[config.mk]
export PLATFORM = sky130hd
export DESIGN_NAME = id_resp_matcher
export DESIGN_NICKNAME = d
export VERILOG_FILES = /design/src/rtl/id_resp_matcher_pkg.sv /design/src/rtl/id_resp_matcher.sv
export SDC_FILE = /design/constraint.sdc
export NUM_CORES = 1
export LEC_CHECK = 0
export BUFFER_PORTS_ARGS = -buffer_cell sky130_fd_sc_hd__buf_2
export CAP_MARGIN = 40
export CELL_PAD_IN_SITES_DETAIL_PLACEMENT = 0
export CELL_PAD_IN_SITES_GLOBAL_PLACEMENT = 1
export CORE_AREA = 3 3 44 56
export CTS_BUF_LIST = sky130_fd_sc_hd__clkbuf_16
export CTS_CLUSTER_SIZE = 16
export DETAILED_ROUTE_END_ITERATION = 6
export DIE_AREA = 0 0 47 59
export HOLD_SLACK_MARGIN = 0.06
export PLACE_DENSITY = 0.74
export SETUP_SLACK_MARGIN = 0.15
export SYNTH_ARGS = -nofsm -noshare
export SYNTH_HDL_FRONTEND = slang
export SYNTH_SLANG_ARGS = --single-unit
export TNS_END_PERCENT = 20
[constraint.sdc]
create_clock -name clk_i -period 1.9 [get_ports clk_i]
set_input_delay 0.19 -clock clk_i [delete_from_list [all_inputs] [get_ports clk_i]]
set_output_delay 0.19 -clock clk_i [all_outputs]
set_load 0.01 [all_outputs]
[src/rtl/id_resp_matcher_pkg.sv]
// Shared types for the ID-queue response matcher.
package id_resp_matcher_pkg;

    typedef enum logic [1:0] {
        IDLE,
        LOOKUP,
        OUTPUT
    } state_e;

    localparam int unsigned DEFAULT_CNT_WIDTH = 16;

endpackage

[src/rtl/id_resp_matcher.sv]
// Merges out-of-order responses with the oldest queued metadata for their ID.
// Define ID_RESP_MATCH_CNT_EN to build the saturating mismatch counter.
module id_resp_matcher
    import id_resp_matcher_pkg::*;
#(
    parameter int unsigned ID_WIDTH  = 1,
    parameter type         data_t    = logic,
    parameter type         meta_t    = logic,
    parameter int unsigned CNT_WIDTH = DEFAULT_CNT_WIDTH
) (
    input  logic                 clk_i,
    input  logic                 rst_i,

    input  logic [ID_WIDTH-1:0]  slv_id_i,
    input  data_t                slv_data_i,
    input  logic                 slv_last_i,
    input  logic                 slv_valid_i,
    output logic                 slv_ready_o,

    output logic [ID_WIDTH-1:0]  q_id_o,
    output logic                 q_pop_o,
    output logic                 q_req_o,
    input  meta_t                q_data_i,
    input  logic                 q_data_valid_i,
    input  logic                 q_gnt_i,

    output logic [ID_WIDTH-1:0]  mst_id_o,
    output data_t                mst_data_o,
    output meta_t                mst_meta_o,
    output logic                 mst_last_o,
    output logic                 mst_err_o,
    output logic                 mst_valid_o,
    input  logic                 mst_ready_i,

    output logic [CNT_WIDTH-1:0] err_cnt_o
);

    state_e              state_q, state_d;

    logic [ID_WIDTH-1:0] cap_id_q;
    data_t               cap_data_q;
    logic                cap_last_q;

    logic [ID_WIDTH-1:0] mst_id_q;
    data_t               mst_data_q;
    meta_t               mst_meta_q;
    logic                mst_last_q;
    logic                mst_err_q;
    logic                mst_valid_q;

    logic                slv_hs;
    logic                mst_hs;
    logic                lookup_done;

    assign slv_hs      = slv_valid_i & slv_ready_o;
    assign mst_hs      = mst_valid_q & mst_ready_i;
    assign lookup_done = (state_q == LOOKUP) & q_gnt_i;

    always_ff @(posedge clk_i) begin
        if (rst_i) begin
            state_q <= IDLE;
        end else begin
            state_q <= state_d;
        end
    end

    always_comb begin
        state_d = state_q;
        unique case (state_q)
            IDLE:    if (slv_valid_i) state_d = LOOKUP;
            LOOKUP:  if (q_gnt_i) state_d = OUTPUT;
            OUTPUT:  if (mst_ready_i) state_d = slv_valid_i ? LOOKUP : IDLE;
            default: state_d = IDLE;
        endcase
    end

    // Draining the output frees the capture register, so a new beat may enter that cycle.
    always_comb begin
        slv_ready_o = 1'b0;
        q_req_o     = 1'b0;
        unique case (state_q)
            IDLE:    slv_ready_o = 1'b1;
            LOOKUP:  q_req_o     = 1'b1;
            OUTPUT:  slv_ready_o = mst_ready_i;
            default: ;
        endcase
    end

    assign q_id_o  = cap_id_q;
    assign q_pop_o = cap_last_q;

    always_ff @(posedge clk_i) begin
        if (rst_i) begin
            cap_id_q   <= '0;
            cap_data_q <= '0;
            cap_last_q <= 1'b0;
        end else if (slv_hs) begin
            cap_id_q   <= slv_id_i;
            cap_data_q <= slv_data_i;
            cap_last_q <= slv_last_i;
        end
    end

    always_ff @(posedge clk_i) begin
        if (rst_i) begin
            mst_id_q    <= '0;
            mst_data_q  <= '0;
            mst_meta_q  <= '0;
            mst_last_q  <= 1'b0;
            mst_err_q   <= 1'b0;
            mst_valid_q <= 1'b0;
        end else if (lookup_done) begin
            mst_id_q    <= cap_id_q;
            mst_data_q  <= cap_data_q;
            mst_meta_q  <= q_data_valid_i ? q_data_i : '0;
            mst_last_q  <= cap_last_q;
            mst_err_q   <= ~q_data_valid_i;
            mst_valid_q <= 1'b1;
        end else if (mst_hs) begin
            mst_valid_q <= 1'b0;
        end
    end

    assign mst_id_o    = mst_id_q;
    assign mst_data_o  = mst_data_q;
    assign mst_meta_o  = mst_meta_q;
    assign mst_last_o  = mst_last_q;
    assign mst_err_o   = mst_err_q;
    assign mst_valid_o = mst_valid_q;

`ifdef ID_RESP_MATCH_CNT_EN
    logic [CNT_WIDTH-1:0] err_cnt_q;

    always_ff @(posedge clk_i) begin
        if (rst_i) begin
            err_cnt_q <= '0;
        end else if (lookup_done && !q_data_valid_i && (err_cnt_q != '1)) begin
            err_cnt_q <= err_cnt_q + 1'b1;
        end
    end

    assign err_cnt_o = err_cnt_q;
`else
    assign err_cnt_o = '0;
`endif

endmodule

==> results by group, run 1 <==
Detailed routing
  – DR pass1 iterations: 2
  – DRC: 0
  – Via-to-Cell Ratio: 4.000
  – DR iter-0 viols: 6
  – DR vias: 420
  – DRT Wirelength: 1027 microns
  – Antenna Nets Post-Route: 0
  – Routed len/inst: 9.781 microns

Finish
  – Register area: 220.2 sq um
  – Final antenna diode count: 0
  – Commonest non-fill, non-tap cells in the layout: buf_2 (19), conb_1 (16), dfxtp_1 (11)
  – Layout area overhead: 20.38%
  – Fraction of layout cells with a size suffix above 1: 31.76%
  – Multi-input gate area: 290.3 sq um
  – Commonest non-fill, non-tap cell in the layout: buf_2
  – Fill cells: 220
  – Final #Nets: 96

Timing
  – Min setup slack post-route: 703.5 ps
  – Final Hold Viols: 0
  – Fin crit share: 62.97%
  – RSZ-0062 raised after global routing: no
  – Max-slew violation count: 0
  – Setup violations, final: 0
  – Maximum operating frequency: 0.8358 GHz
  – Min Tclk post-route: 1196 ps
  – Hold slack: 154.9 ps
  – Worst clock skew: 2.730 ps
  – Setup TNS: 0 ps

Synth
  – Post-synth cell types: 19
  – Number of synthesized flops with an enable pin: 0
  – Top cell type's share of synthesized area: 37.37%
  – Number of synthesized register bits: 11
  – Mapped Area: 589.3 sq um
  – Syn avg cell area: 9.066 sq um
  – Dominant cells by area after synthesis: dfxtp_1 (37%), buf_4 (20%), nand2b_1 (8.5%)
  – Share of flip-flops with an asynchronous set or reset: 0%
  – Sequential area share after synthesis: 37.37%
  – Synthesized netlist cell count: 65
  – Synth area leader: dfxtp_1
  – Primary FF master, synth: dfxtp_1
  – Synth warn: 0

Global route
  – Initial antenna violation count: 0
  – Number of global-route vias before repair: 375
  – Largest net degree at the start of global routing: 15
  – First-pass GRT wire length: 1552 microns
  – GRT Overall Usage: 7.619%
  – Total gr overflow: 0

Placement
  – PortBufs: 19
  – HPWL reported at the end of detailed placement: 838.4 microns
  – Gpl congestion: 0.6430
  – Setup Slack @ Placement: 803.0 ps

Critical path
  – CP Capture Type: output port
  – Startpoint types: register
  – Critical Path RT: 1710 ps
  – CP Class: register to output port
  – CP Data Arrival Time: 1010 ps
  – CP Max Fanout: 4

CTS
  – Longest Clk Path Bufs: 2
  – Clock Latency Late Sink: 230 ps
  – H-tree depth: 1
  – Num CTS Buffers: 3
  – Worst-path clk slew: 40 ps
  – Clk sinks: 11
  – Cts hold-fix bufs: 0
  – PostCTS Resize Cnt: 0
  – CTS tree: done
  – Post-CTS Setup Repair Bufs: 0
  – Clock root buffer: clkbuf_16

Power
  – Clock share of power: 52.7%
  – Power density over the cells: 977.8 nW/um^2
  – NetSw: 143.6 uW
  – Worst VDD drop: 327.3 uV
  – Leak pwr: 0.3383 nW
  – Int Power: 550.1 uW
  – Comb pwr share: 11.1%
  – Flop pwr share: 36.2%
  – Switching Share: 20.71%

Outcome
  – Status: completed

Floorplan
  – Die W: 47 microns
  – # rows: 18
  – Initial Util: 29.73%
  – I/O pin cnt: 36
  – DIE AREA: 2773 sq um
  – CORE AREA: 1982 sq um
  – Die height: 59 microns

Flow run
  – Number of max-cap violations: 0

Hold path
  – Hold Crit Class: input port to register
[layer usage]
layer  up-vias  wire (microns)  track usage (%)  share of wire (%)
met4         0               0            3.557                  0
met2        14             545            12.62                 53
li1        219               -                -                  -
met5         -               0                0                  0
met3         0              62            1.824                6.0
met1       187             418            8.922                 41
[flip-flops by register name, indices dropped and copies added, names as in the netlist]
signal and flops:
mst_valid_o 1, cap_data_q 1, mst_err_o 1, q_pop_o 1
mst_meta_o 1, mst_id_o 1, state_q 2, mst_data_o 1
q_id_o 1, mst_last_o 1
[worst paths after layout]
check | startpoint | to | slack (ps) | cells after the start
min | q_data_valid_i | mst_err_o$_SDFFE_PP0P_ | 150 | 2
max | state_q[1]$_SDFFE_PP0P_ | slv_ready_o | 700 | 3
min reg2reg | cap_data_q$_SDFFE_PP0P_ | mst_data_o$_SDFFE_PP0P_ | 450 | 2
max reg2reg | state_q[0]$_SDFFE_PP0P_ | mst_meta_o$_SDFFE_PP0P_ | 810 | 3
[cell type report]
class,instances,area share (%)
timing repair buffer,19,13.40
clock buffer,3,10.58
multi-input combinational,51,40.92
clock inverter,1,0.5291
tap,20,3.527
sequential,11,31.04
[through the flow]
step	instances	instance area [sq um]	total power, mW	utilization (%)
detailed placement	101	630.6	0.3328	31.82
finish	105	709.4	0.6937	35.80
CTS	105	709.4	0.7048	35.80
global placement	101	630.6	0.3314	31.82
global route	105	709.4	0.7248	35.80
floorplan	80	645.6	0.3323	-
[cell families (layout without fill, tap and decap cells)]
| group | count (synthesis) | in the layout | synth area share, % |
|---|---|---|---|
| AO/OA/AOI/OAI | 8 | 8 | 8.917 |
| buffers and inverters | 18 | 23 | 22.93 |
| flip-flops | 11 | 11 | 37.37 |
| multiplexers | 3 | 3 | 5.096 |
| other | 1 | 16 | 0.6363 |
| AND/OR/NAND/NOR | 24 | 24 | 25.05 |
[power by group through the flow]
| stage | logic [mW] | registers, mW | clock network, mW |
|---|---|---|---|
| after floorplan | 0.0751 | 0.257 | 0 |
| after global placement | 0.0768 | 0.255 | 0 |
| after detailed placement | 0.0776 | 0.255 | 0 |
| after CTS | 0.0778 | 0.251 | 0.376 |
| after global routing | 0.0858 | 0.253 | 0.386 |
| final | 0.0768 | 0.251 | 0.366 |
[critical path, stage by stage, from the launching register on]
cell	delay, ps
dfxtp_1	340
nor2b_2	230
nor2_1	60
buf_2	140
[cells in the mapped netlist (2+ instances only)]
cell type   n
nand2_1     7
a21oi_1     6
mux2i_1     3
buf_4      16
nor2b_1     2
dfxtp_1    11
nand2b_1    8
Note: power is estimated with default switching activity, not from simulation.
==> run 2, diff against run 1 <==
--- a/config.mk
+++ b/config.mk
@@ -9,13 +9,13 @@
 export CAP_MARGIN = 40
 export CELL_PAD_IN_SITES_DETAIL_PLACEMENT = 0
 export CELL_PAD_IN_SITES_GLOBAL_PLACEMENT = 1
-export CORE_AREA = 3 3 44 56
+export CORE_AREA = 3 3 46 58
 export CTS_BUF_LIST = sky130_fd_sc_hd__clkbuf_16
 export CTS_CLUSTER_SIZE = 16
 export DETAILED_ROUTE_END_ITERATION = 6
-export DIE_AREA = 0 0 47 59
+export DIE_AREA = 0 0 49 61
 export HOLD_SLACK_MARGIN = 0.06
-export PLACE_DENSITY = 0.74
+export PLACE_DENSITY = 0.68
 export SETUP_SLACK_MARGIN = 0.15
 export SYNTH_ARGS = -nofsm -noshare
 export SYNTH_HDL_FRONTEND = slang
==> constraint.sdc (replaced) <==
create_clock -name clk_i -period 1.2 [get_ports clk_i]
set_input_delay 0.12 -clock clk_i [delete_from_list [all_inputs] [get_ports clk_i]]
set_output_delay 0.12 -clock clk_i [all_outputs]
set_load 0.01 [all_outputs]
==> results by group, run 2 (synthesis gave the netlist of run 1 again) <==
Finish
  – Most flop-heavy register: state_q (unchanged)
  – Fraction of layout cells with a size suffix above 1: 35.29% (was 31.76%)
  – Max reg flops: 2 (unchanged)
  – Commonest non-fill, non-tap cell in the layout: buf_2 (unchanged)
  – Design area: 732.0 sq um (was 709.4 sq um)
  – Final #Nets: 96 (unchanged)
  – Final antenna diode count: 0 (unchanged)
  – Layout area overhead: 24.20% (was 20.38%)
  – Commonest non-fill, non-tap cells in the layout: buf_2 (19), conb_1 (16), dfxtp_1 (9) (was buf_2 (19), conb_1 (16), dfxtp_1 (11))
  – Fill cells: 254 (was 220)
  – Fin cells: 116 (was 105)

Power
  – Flop pwr share: 36.2% (about the same)
  – Comb pwr share: 11.3% (was 11.1%)
  – NetSw: 229.3 uW (was 143.6 uW)
  – Clock share of power: 52.5% (was 52.7%)
  – Worst VDD drop: 491.6 uV (was 327.3 uV)
  – Leak pwr: 0.3391 nW (was 0.3383 nW)
  – Switching Share: 20.80% (was 20.71%)
  – Power density over the cells: 1506 nW/um^2 (was 977.8 nW/um^2)
  – Int Power: 873.2 uW (was 550.1 uW)

Detailed routing
  – Routed len/inst: 9.405 microns (was 9.781 microns)
  – Antenna Nets Post-Route: 0 (unchanged)
  – DRC: 0 (unchanged)
  – DRT Wirelength: 1091 microns (was 1027 microns)
  – DR vias: 421 (was 420)
  – DR pass1 iterations: 4 (was 2)
  – Via-to-Cell Ratio: 3.629 (was 4.000)
  – DR iter-0 viols: 2 (was 6)

Floorplan
  – Initial Util: 26.66% (was 29.73%)
  – Die W: 49 microns (was 47 microns)
  – DIE AREA: 2989 sq um (was 2773 sq um)
  – Die height: 61 microns (was 59 microns)
  – I/O pin cnt: 36 (unchanged)
  – # rows: 19 (was 18)
  – CORE AREA: 2211 sq um (was 1982 sq um)

CTS
  – Longest Clk Path Bufs: 2 (unchanged)
  – Clock Latency Late Sink: 230 ps (about the same)
  – CTS tree: done (unchanged)
  – Clk sinks: 11 (unchanged)
  – Cts hold-fix bufs: 0 (unchanged)
  – Num CTS Buffers: 3 (unchanged)
  – H-tree depth: 1 (unchanged)
  – Worst-path clk slew: 40 ps (about the same)
  – Clock root buffer: clkbuf_16 (unchanged)

Critical path
  – CP Class: register to output port (unchanged)
  – Critical Path RT: 1080 ps (was 1710 ps)
  – CP Data Arrival Time: 930 ps (was 1010 ps)
  – CP Max Fanout: 4 (unchanged)
  – CP Capture Type: output port (unchanged)
  – Startpoint types: register (unchanged)

Timing
  – Final Hold Viols: 0 (unchanged)
  – Min Tclk post-route: 1050 ps
  – RSZ-0062 raised after global routing: yes (was no)
  – Worst clock skew: 0.8916 ps (was 2.730 ps)
  – Hold slack: 91.75 ps (was 154.9 ps)
  – Setup violations, final: 0 (unchanged)
  – Maximum operating frequency: 0.9524 GHz
  – Setup TNS: 0 ps (unchanged)
  – Max-slew violation count: 0 (unchanged)
  – Fin crit share: 87.49%

Placement
  – Gpl congestion: 0.7925 (was 0.6430)
  – Area after DPL: 644.4 sq um (was 630.6 sq um)
  – Placed Cells: 112 (was 101)
  – PortBufs: 19 (unchanged)

Global route
  – Total gr overflow: 0 (unchanged)
  – GRT Overall Usage: 7.939% (was 7.619%)
  – First-pass GRT wire length: 1752 microns (was 1552 microns)
  – Number of global-route vias before repair: 401 (was 375)
  – Initial antenna violation count: 0 (unchanged)
  – Largest net degree at the start of global routing: 15 (unchanged)

Flow run
  – Number of max-cap violations: 0 (unchanged)

Outcome
  – Status: completed (unchanged)

Hold path
  – Hold Crit Class: input port to register (unchanged)
## run 2: cell types whose count changed in the layout (fill, tap and decap cells not counted)
cell / change
dfxtp_2: +2
and3b_2: +1
nor2b_2: -1
nor2b_4: +1
dfxtp_1: -2
and3b_1: -1
## run 2: final timing paths
check / from / to / slack (ps) / cells past startpoint
min reg2reg: mst_meta_o$_SDFFE_PP0P_ / mst_meta_o$_SDFFE_PP0P_ / 450 / 2
max: state_q[1]$_SDFFE_PP0P_ / slv_ready_o / 150 / 3
min: q_data_valid_i / mst_err_o$_SDFFE_PP0P_ / 90 / 2
max reg2reg: state_q[1]$_SDFFE_PP0P_ / q_id_o$_SDFFE_PP0P_ / 160 / 3
## run 2: cell type report
cell class	instances	area (sq um)	area share [%]
multi-input combinational	51	296.5	40.51
sequential	11	222.7	30.43
timing repair buffer	19	95.09	12.99
clock buffer	3	75.07	10.26
tap	31	38.79	5.299
clock inverter	1	3.754	0.5128
## run 2: stage by stage
| step | util (%) | power [mW] | setup WS, ps |
|---|---|---|---|
| CTS | 33.05 | 1.122 | 119.3 |
| floorplan | - | 0.5261 | 211.0 |
| detailed placement | 29.15 | 0.5269 | 89.67 |
| global route | 33.11 | 1.156 | 90.12 |
| finish | 33.11 | 1.102 | 150.1 |
| global placement | 29.15 | 0.5256 | 122.5 |
## run 2: routing by layer
metal	track usage (%)	up-vias	share of wire [%]
li1	-	217	-
met1	8.902	176	45
met2	12.04	28	42
met3	4.177	0	12
met4	4.878	0	0
met5	0	-	0
## run 2: what timing repair did
| action | CTS | global route |
|---|---|---|
| pin swaps | 0 | 0 |
| setup buffers | 0 | 0 |
| setup endpoints to repair | 10 | 5 |
| gates resized for setup | 3 | 1 |
| endpoints found under the hold margin | 0 | 0 |
## run 2: worst max-delay path: stages (launching register included)
cell and delay [ps]:
dfxtp_2 330, nor2b_4 180, nor2_1 50, buf_2 130
## run 2: power groups by stage
stage / clock (mW) / sequential, mW / combinational (mW)
after CTS: 0.598 / 0.399 / 0.125
final: 0.579 / 0.399 / 0.125
after global routing: 0.616 / 0.402 / 0.138
after detailed placement: 0 / 0.404 / 0.123
after global placement: 0 / 0.404 / 0.122
after floorplan: 0 / 0.407 / 0.119
